===== src/rtl/regfile_wb_arbiter.sv =====
// Write-port arbiter for the 32x32 register file: the pipeline WB stage has priority,
// MDU results queue in a small FIFO, with an in-flight scoreboard and a starvation request.
module regfile_wb_arbiter #(
    parameter int DEPTH    = 2,
    parameter int MAX_WAIT = 4,
    parameter int CNT_W    = 3
) (
    input  logic        CLK,
    input  logic        RESET,
    input  logic        PIPE_WE,
    input  logic [4:0]  PIPE_ADDR,
    input  logic [31:0] PIPE_DATA,
    input  logic        MDU_VALID,
    input  logic [4:0]  MDU_ADDR,
    input  logic [31:0] MDU_DATA,
    output logic        MDU_READY,
    input  logic        ISSUE,
    input  logic [4:0]  ISSUE_ADDR,
    output logic        RF_WRITE,
    output logic [4:0]  RF_INADDRESS,
    output logic [31:0] RF_IN,
    output logic [31:0] PENDING,
    output logic        STARVE
);

    localparam int PTR_W = (DEPTH > 1) ? $clog2(DEPTH) : 1;
    localparam logic [PTR_W:0]   FULL_CNT = (PTR_W + 1)'(DEPTH);
    localparam logic [CNT_W-1:0] WAIT_LIM = CNT_W'(MAX_WAIT);

    logic [4:0]       fifo_addr [DEPTH];
    logic [31:0]      fifo_data [DEPTH];
    logic [PTR_W-1:0] wr_ptr;
    logic [PTR_W-1:0] rd_ptr;
    logic [PTR_W:0]   count;
    logic [CNT_W-1:0] wait_cnt;
    logic [CNT_W-1:0] wait_cnt_next;
    logic [31:0]      pending_next;
    logic             pipe_req;
    logic             push;
    logic             pop;
    logic             fifo_empty;
    logic [4:0]       head_addr;
    logic [31:0]      head_data;

    assign MDU_READY  = (count < FULL_CNT);
    assign fifo_empty = (count == '0);
    // A write to x0 is no request at all, so it leaves the slot to the FIFO.
    assign pipe_req   = PIPE_WE && (PIPE_ADDR != 5'd0);
    // Results for x0 complete the handshake but are dropped here.
    assign push       = MDU_VALID && MDU_READY && (MDU_ADDR != 5'd0);
    assign pop        = !pipe_req && !fifo_empty;
    assign head_addr  = fifo_addr[rd_ptr];
    assign head_data  = fifo_data[rd_ptr];

    always_comb begin
        wait_cnt_next = '0;
        if (!fifo_empty && !pop) begin
            wait_cnt_next = (wait_cnt == WAIT_LIM) ? wait_cnt : wait_cnt + CNT_W'(1);
        end
    end

    // Issue is applied after the pop clear so a same-edge set wins.
    always_comb begin
        pending_next = PENDING;
        if (pop) begin
            pending_next[head_addr] = 1'b0;
        end
        if (ISSUE && (ISSUE_ADDR != 5'd0)) begin
            pending_next[ISSUE_ADDR] = 1'b1;
        end
        pending_next[0] = 1'b0;
    end

    always_ff @(posedge CLK) begin
        if (push) begin
            fifo_addr[wr_ptr] <= MDU_ADDR;
            fifo_data[wr_ptr] <= MDU_DATA;
        end
    end

    always_ff @(posedge CLK or negedge RESET) begin
        if (!RESET) begin
            wr_ptr       <= '0;
            rd_ptr       <= '0;
            count        <= '0;
            wait_cnt     <= '0;
            STARVE       <= 1'b0;
            PENDING      <= '0;
            RF_WRITE     <= 1'b0;
            RF_INADDRESS <= '0;
            RF_IN        <= '0;
        end else begin
            if (push) begin
                wr_ptr <= wr_ptr + PTR_W'(1);
            end
            if (pop) begin
                rd_ptr <= rd_ptr + PTR_W'(1);
            end
            case ({push, pop})
                2'b10:   count <= count + (PTR_W + 1)'(1);
                2'b01:   count <= count - (PTR_W + 1)'(1);
                default: count <= count;
            endcase
            wait_cnt <= wait_cnt_next;
            STARVE   <= (wait_cnt_next == WAIT_LIM);
            PENDING  <= pending_next;
            if (pipe_req) begin
                RF_WRITE     <= 1'b1;
                RF_INADDRESS <= PIPE_ADDR;
                RF_IN        <= PIPE_DATA;
            end else if (pop) begin
                RF_WRITE     <= 1'b1;
                RF_INADDRESS <= head_addr;
                RF_IN        <= head_data;
            end else begin
                RF_WRITE <= 1'b0;
            end
        end
    end

endmodule

===== config.mk =====
export PLATFORM = sky130hd
export DESIGN_NAME = regfile_wb_arbiter
export DESIGN_NICKNAME = d
export VERILOG_FILES = /design/src/rtl/regfile_wb_arbiter.sv
export SDC_FILE = /design/constraint.sdc
export NUM_CORES = 1
export LEC_CHECK = 0
export CAP_MARGIN = 25
export CORE_ASPECT_RATIO = 0.5
export CORE_UTILIZATION = 49
export DETAILED_ROUTE_END_ITERATION = 6
export PLACE_DENSITY = 0.82
export RECOVER_POWER = 100
export SKIP_CTS_REPAIR_TIMING = 1
export SYNTH_ARGS = -nofsm -noshare
export SYNTH_HDL_FRONTEND = slang
export SYNTH_SLANG_ARGS = --single-unit

===== constraint.sdc =====
create_clock -name CLK -period 3.1 [get_ports CLK]
set_input_delay 0.775 -clock CLK [delete_from_list [all_inputs] [get_ports CLK]]
set_output_delay 0.775 -clock CLK [all_outputs]
set_load 0.01 [all_outputs]

==> results of run 1 <==
path summary, 6_finish.rpt:
kind                                       start  cells after the start  slack [ns]                    end
min                        PENDING[13]$_DFF_PN0_                      2        0.51  PENDING[13]$_DFF_PN0_
max in group asynchronous                  RESET                      1        1.52     rd_ptr$_DFFE_PN0N_
min in group asynchronous                  RESET                      1        0.66   RF_IN[5]$_DFFE_PN0P_
max                                 PIPE_ADDR[4]                      7        0.37   count[1]$_DFFE_PN0P_
max reg2reg                   rd_ptr$_DFFE_PN0N_                      4        0.98  PENDING[28]$_DFF_PN0_
min reg2reg                PENDING[13]$_DFF_PN0_                      2        0.51  PENDING[13]$_DFF_PN0_
worst register-to-register path, delay by kind of cell (launching register included):
kind               cells  cell delay [ns]
muxes                  1             0.58
AOI/OAI and AO/OA      2             0.52
DFF                    1             0.46
and+or+nand+nor        1             0.43
through the flow:
stage                     setup WS (ns)  power, uW
after floorplan                  0.0620       4270
final                             0.373       7530
after CTS                         0.563       7720
after global routing              0.309       7920
after global placement            0.233       5320
after detailed placement          0.153       5400
final cells by class:
cell class              count  area (sq um)
flip-flops and latches    151          4150
fillers                   849          3460
multi-input cells         319          1920
repair buffers            166          1650
clock buffers              19           433
clock inverters            13           228
well taps                 165           206
inverters                  21          78.8
routing by layer:
metal | vias up | global-route usage, %
met3 | 13 | 5.86
li1 | 2191 | -
met4 | 0 | 7.08
met2 | 168 | 43.0
met1 | 2269 | 28.0
met5 | - | 0
sequential cells by signal, summed over array words and instances (netlist names):
register,flops
rd_ptr,1
count,2
fifo_addr,10
RF_IN,32
PENDING,31
RF_INADDRESS,5
fifo_data,64
RF_WRITE,1
wr_ptr,1
STARVE,1
wait_cnt,3
power by group:
group / switching [uW] / internal [uW]
registers: 265 / 2620
clock network: 794 / 1510
logic: 1300 / 1040
total: 2360 / 5170
cells in the final DEF, fill, tap and decap left out, types with 17 or more instances in the layout:
master / Yosys / routed
sky130_fd_sc_hd__a21oi_1: 37 / 37
sky130_fd_sc_hd__clkbuf_16: 0 / 17
sky130_fd_sc_hd__clkdlybuf4s50_1: 0 / 44
sky130_fd_sc_hd__dfrtp_1: 77 / 76
sky130_fd_sc_hd__dlygate4sd3_1: 0 / 109
sky130_fd_sc_hd__edfxtp_1: 74 / 74
sky130_fd_sc_hd__inv_1: 21 / 21
sky130_fd_sc_hd__mux2i_1: 37 / 37
sky130_fd_sc_hd__nand2_1: 67 / 67
sky130_fd_sc_hd__nor2_1: 44 / 42
sky130_fd_sc_hd__o21ai_0: 52 / 52
cell families (layout without fill, tap and decap cells):
logic type | after synthesis | in the layout | synth area share [%]
flops | 151 | 151 | 66.2
mux | 41 | 41 | 6.63
xor+xnor | 5 | 5 | 0.699
fa+ha+maj | 3 | 3 | 0.599
compound gates | 127 | 127 | 12.2
other cells | 1 | 1 | 0.0599
simple gates | 142 | 142 | 10.2
buf+inv | 47 | 219 | 3.34
==> results.txt, run 1 <==
----------------------------------------------------
[Worst setup path]
  Crit path max-delay cell type ... sky130_fd_sc_hd__or4_1
  Family with the most delay on the worst path ... simple AND/OR/NAND/NOR gates
  Type of destination of the critical path ... flop
  CP cell instances ... dlygate4sd3_1, or4_1, o21a_4, nor2_1, ha_1, nor2_1, xnor2_1
  Critical Path RT ... 3.44 ns
  Worst path buffer plus inverter count ... 1
  CP max FO ... 20
  Crit path largest cell delay ... 0.57 ns
  Data arrival time of the critical path ... 3.06 ns
  Critical Path Start Type ... input pin
  Start-to-end type of the worst setup path ... input pin to flop
  Most common cell type on the critical path ... sky130_fd_sc_hd__nor2_1

[Synthesis]
  Synth cell count leaders ... 77 x sky130_fd_sc_hd__dfrtp_1, 74 x sky130_fd_sc_hd__edfxtp_1, 67 x sky130_fd_sc_hd__nand2_1
  Post-synthesis cell type with the largest combined area ... sky130_fd_sc_hd__edfxtp_1
  Biggest area contributors in the synthesized netlist ... sky130_fd_sc_hd__edfxtp_1 35%, sky130_fd_sc_hd__dfrtp_1 31%, sky130_fd_sc_hd__mux2i_1 5.9%
  Sequential area share after synthesis ... 66.2%
  Post-synth ARST share ... 51.0%
  Total number of yosys warnings ... 0
  Most frequent cell after synthesis ... sky130_fd_sc_hd__dfrtp_1
  Post-synthesis instance area ... 6260 sq um
  Most instantiated flip-flop cell in the synthesis netlist ... sky130_fd_sc_hd__dfrtp_1
  Post-synthesis cell count ... 517
  Synth top area share ... 35.5%
  Syn Area/Cell ... 12.1 sq um
  Count of flip-flops with a built-in enable after synthesis ... 74
  Post-synth cell types ... 37
  Syn_nets ... 604
  Post-synthesis register bit count ... 151

[Floorplan]
  Top-level port count ... 156
  Die ar. ... 13300 sq um
  Die Height ... 81.9 um
  Floorplan row count ... 28
  Die width ... 162 um
  Floorplan Core Area ... 12100 sq um
  Initial Util ... 51.7%

[Clock tree]
  Cts bufs inserted ... 17
  Clock tree from TritonCTS ... done
  H-tree depth reported by CTS ... 4
  Worst-path clk slew ... 0.06 ns
  Clock latency of the later-clocked register in the worst-skew pair ... 0.42 ns
  Clock Path Buffers ... 2
  Master cell of the clock root buffer ... sky130_fd_sc_hd__clkbuf_16
  Number of clock sinks ... 151

[Timing]
  Fraction of the cycle the final worst path needs ... 88.0%
  Headroom to the max-slew limit ... 9.02%
  Final count of pins violating max slew ... 0
  Top achievable clock speed ... 0.367 GHz
  Worst-margin pin slew ... 1.36 ns
  Final setup violation count ... 0
  Post-route worst hold slack ... 0.512 ns
  Total count of hold-check failures in the final report ... 0
  Setup repair after global routing missed its margin ... false
  Clock Skews ... 0.0131 ns
  Total negative slack ... 0 ns
  Shortest clock period the worst path allows after layout ... 2.73 ns

[Place]
  Port Buffers ... 154
  Number of instances in the placed design ... 822
  Sum of net half-perimeters after detailed placement ... 10100 um
  Placed standard-cell area ... 8030 sq um
  Routability congestion estimate from global placement ... 0.835

[Worst hold path]
  Min-Delay Path Class ... flop to flop

[Global route]
  Number of antenna violations at the first check in global routing ... 0
  Total routing usage reported by global routing ... 23.5%
  Maximum number of pins on one net before global-route repair ... 50
  First-pass GRT wire length ... 23600 um
  Via count of the first global-routing pass ... 4682
  Final global-route overflow total ... 0

[Cells and area]
  Signed area change from the synthesized netlist to the final layout ... 38.2%
  Number of nets at the end of the flow ... 763
  Non-filler instance count after layout ... 854
  Cell area after layout ... 8660 sq um
  Final design utilization ... 71.4%
  Fraction of layout instances using a drive strength above 1 ... 7.55%
  Antenna Diode Count ... 0

[Routing]
  Initial DRT Pass Iterations ... 5
  Detailed route wirelength on metal3 ... 887 um
  Top routing layer used ... met4
  Routed vias/inst ... 5.43
  Initial detailed-routing violation count ... 297
  Total via count after detailed routing ... 4641
  Detailed-routing wirelength on met1 ... 6110 um
  Detailed-route DRC error count ... 0
  Met2 routed wirelength ... 7700 um
  Per-cell routed wire length ... 17.3 um
  Final wirelength ... 14800 um
  Final ANT Viol Nets ... 0

[Pwr]
  Cell leakage power ... 0.00351 uW
  VDD IR max ... 458 uV
  Power per Cell Area ... 869 nW/um^2

[Run]
  Max-capacitance violation count ... 0

[Run status]
  Outcome ... finished, final reports clean

----------------------------------------------------
(Power assumes the default switching activity.)
==> inputs of run 2 (changes only) <==
--- a/config.mk
+++ b/config.mk
@@ -7,9 +7,9 @@
 export LEC_CHECK = 0
 export CAP_MARGIN = 25
 export CORE_ASPECT_RATIO = 0.5
-export CORE_UTILIZATION = 49
+export CORE_UTILIZATION = 45
 export DETAILED_ROUTE_END_ITERATION = 6
-export PLACE_DENSITY = 0.82
+export PLACE_DENSITY = 0.76
 export RECOVER_POWER = 100
 export SKIP_CTS_REPAIR_TIMING = 1
 export SYNTH_ARGS = -nofsm -noshare
==> constraint.sdc (replaced) <==
create_clock -name CLK -period 3.1 [get_ports CLK]
set_input_delay 0.62 -clock CLK [delete_from_list [all_inputs] [get_ports CLK]]
set_output_delay 0.62 -clock CLK [all_outputs]
set_load 0.01 [all_outputs]
==> results.txt, run 2 (synthesis results as in run 1) <==
----------------------------------------------------
[Run]
  Max-capacitance violation count ... 0

[Timing]
  Clock Skews ... 0.0129 ns
  Total count of hold-check failures in the final report ... 0
  Setup repair after global routing missed its margin ... false
  Total negative slack ... 0 ns
  Top achievable clock speed ... 0.385 GHz
  Final count of pins violating max slew ... 0
  Setup slack after layout ... 0.502 ns
  Headroom to the max-slew limit ... 15.4%
  Shortest clock period the worst path allows after layout ... 2.60 ns
  Fraction of the cycle the final worst path needs ... 83.8%
  Final setup violation count ... 0
  Worst-margin pin slew ... 1.27 ns

[Floorplan]
  Die Height ... 85.4 um
  Floorplan row count ... 30
  Die ar. ... 14400 sq um
  Floorplan Core Area ... 13600 sq um
  Top-level port count ... 156
  Initial Util ... 46.2%
  Die width ... 169 um

[Run status]
  Outcome ... finished, final reports clean

[Cells and area]
  Number of flip-flops in the largest register ... 64
  Top register by number of flip-flops ... fifo_data
  Largest registers ... fifo_data x64, RF_IN x32, PENDING x31
  Cell area after layout ... 8650 sq um
  Commonest cells after routing, fill and taps aside ... 109 x sky130_fd_sc_hd__dlygate4sd3_1, 77 x sky130_fd_sc_hd__dfrtp_1, 74 x sky130_fd_sc_hd__edfxtp_1
  Number of nets at the end of the flow ... 764
  Signed area change from the synthesized netlist to the final layout ... 38.1%
  Most common library cell in the layout ignoring fill and taps ... sky130_fd_sc_hd__dlygate4sd3_1
  Antenna Diode Count ... 0
  Fraction of layout instances using a drive strength above 1 ... 7.25%

[Worst hold path]
  Min-Delay Path Class ... input pin to async pin

[Routing]
  Final ANT Viol Nets ... 0
  Detailed-route DRC error count ... 0
  Total via count after detailed routing ... 4672
  Final wirelength ... 15000 um
  Routed vias/inst ... 5.30
  Per-cell routed wire length ... 17.0 um
  Initial DRT Pass Iterations ... 5
  Initial detailed-routing violation count ... 406

[Clock tree]
  H-tree depth reported by CTS ... 4
  Cts bufs inserted ... 17
  Number of clock sinks ... 151
  Clock Path Buffers ... 2
  Clock latency of the later-clocked register in the worst-skew pair ... 0.42 ns
  Clock tree from TritonCTS ... done
  Master cell of the clock root buffer ... sky130_fd_sc_hd__clkbuf_16
  Worst-path clk slew ... 0.06 ns

[Global route]
  Total routing usage reported by global routing ... 21.5%
  Number of antenna violations at the first check in global routing ... 0
  Maximum number of pins on one net before global-route repair ... 49
  First-pass GRT wire length ... 23500 um
  Via count of the first global-routing pass ... 4566
  Final global-route overflow total ... 0

[Worst setup path]
  Type of destination of the critical path ... flop
  CP max FO ... 20
  Crit path largest cell delay ... 0.57 ns
  Most common cell type on the critical path ... sky130_fd_sc_hd__nor2_1
  Crit path max-delay cell type ... sky130_fd_sc_hd__or4_1
  CP cell instances ... dlygate4sd3_1, or4_1, o21a_4, nor2_1, ha_1, nor2_1, xnor2_1
  Start-to-end type of the worst setup path ... input pin to flop
  Critical Path Start Type ... input pin
  Critical Path RT ... 3.42 ns
  Data arrival time of the critical path ... 2.92 ns

[Place]
  Port Buffers ... 154
  Placed standard-cell area ... 8060 sq um
  Worst setup timing slack at the placement stage ... 0.318 ns
  Routability congestion estimate from global placement ... 0.830
  Sum of net half-perimeters after detailed placement ... 10100 um

[Pwr]
  VDD IR max ... 660 uV
  Power per Cell Area ... 858 nW/um^2
  Cell leakage power ... 0.00350 uW

----------------------------------------------------
==> run 2: cell count changes in the layout (fill, tap and decap cells not counted), moves of 2 or more <==
cell                         previous run  this run
sky130_fd_sc_hd__bufinv_16              6         4
sky130_fd_sc_hd__clkbuf_1               3         5
sky130_fd_sc_hd__clkinv_4               1         5
sky130_fd_sc_hd__clkinvlp_4             4         1
sky130_fd_sc_hd__inv_6                  0         2
==> run 2: final timing paths <==
| kind | to | slack (ns) | cells past startpoint | from |
|---|---|---|---|---|
| setup / recovery | count[1]$_DFFE_PN0P_ | 0.50 | 7 | PIPE_ADDR[1] |
| hold reg to reg | PENDING[8]$_DFF_PN0_ | 0.50 | 2 | PENDING[8]$_DFF_PN0_ |
| min in group CLK | PENDING[8]$_DFF_PN0_ | 0.50 | 2 | PENDING[8]$_DFF_PN0_ |
| max in group asynchronous | count[1]$_DFFE_PN0P_ | 1.21 | 2 | RESET |
| hold / removal | RF_IN[4]$_DFFE_PN0P_ | 0.47 | 1 | RESET |
| setup reg to reg | PENDING[25]$_DFF_PN0_ | 0.83 | 4 | rd_ptr$_DFFE_PN0N_ |
==> run 2: critical path: cells and delay by family <==
family          cells  cell delay (ns)
compound gates      1             0.32
xor+xnor            1             0.15
fa+ha+maj           1             0.30
buf+inv             1             0.55
simple gates        3             0.96
==> run 2: metal layers <==
metal	wire length, um	up-vias	track usage (%)
met1	6230	2314	26.7
met3	929	11	5.55
met2	7670	149	36.6
met4	124	0	7.85
met5	0	-	0
li1	-	2198	-
==> run 2: metrics by stage <==
step | total power [uW] | hold slack, ns | cells | util (%)
final | 7420 | 0.474 | 882 | 63.8
after global routing | 7800 | 0.533 | 882 | 63.8
after floorplan | 4270 | 0.324 | 517 | -
after detailed placement | 5400 | 0.496 | 850 | 59.5
after CTS | 7620 | 0.231 | 882 | 64.1
after global placement | 5330 | 0.492 | 850 | 59.5
==> run 2: cell type report <==
class                           instances  area (sq um)
Clock buffer                           18           429
Clock inverter                         14           199
Fill cell                            1064          4900
Inverter                               21          78.8
Multi-Input combinational cell        319          1910
Sequential cell                       151          4150
Tap cell                              192           240
Timing Repair Buffer                  167          1640
==> run 2: power breakdown <==
part	internal, uW	switching [uW]	leakage, uW
registers	2620	257	0.00156
clock network	1360	831	0.000305
logic	1050	1310	0.00164
total	5020	2400	0.00350
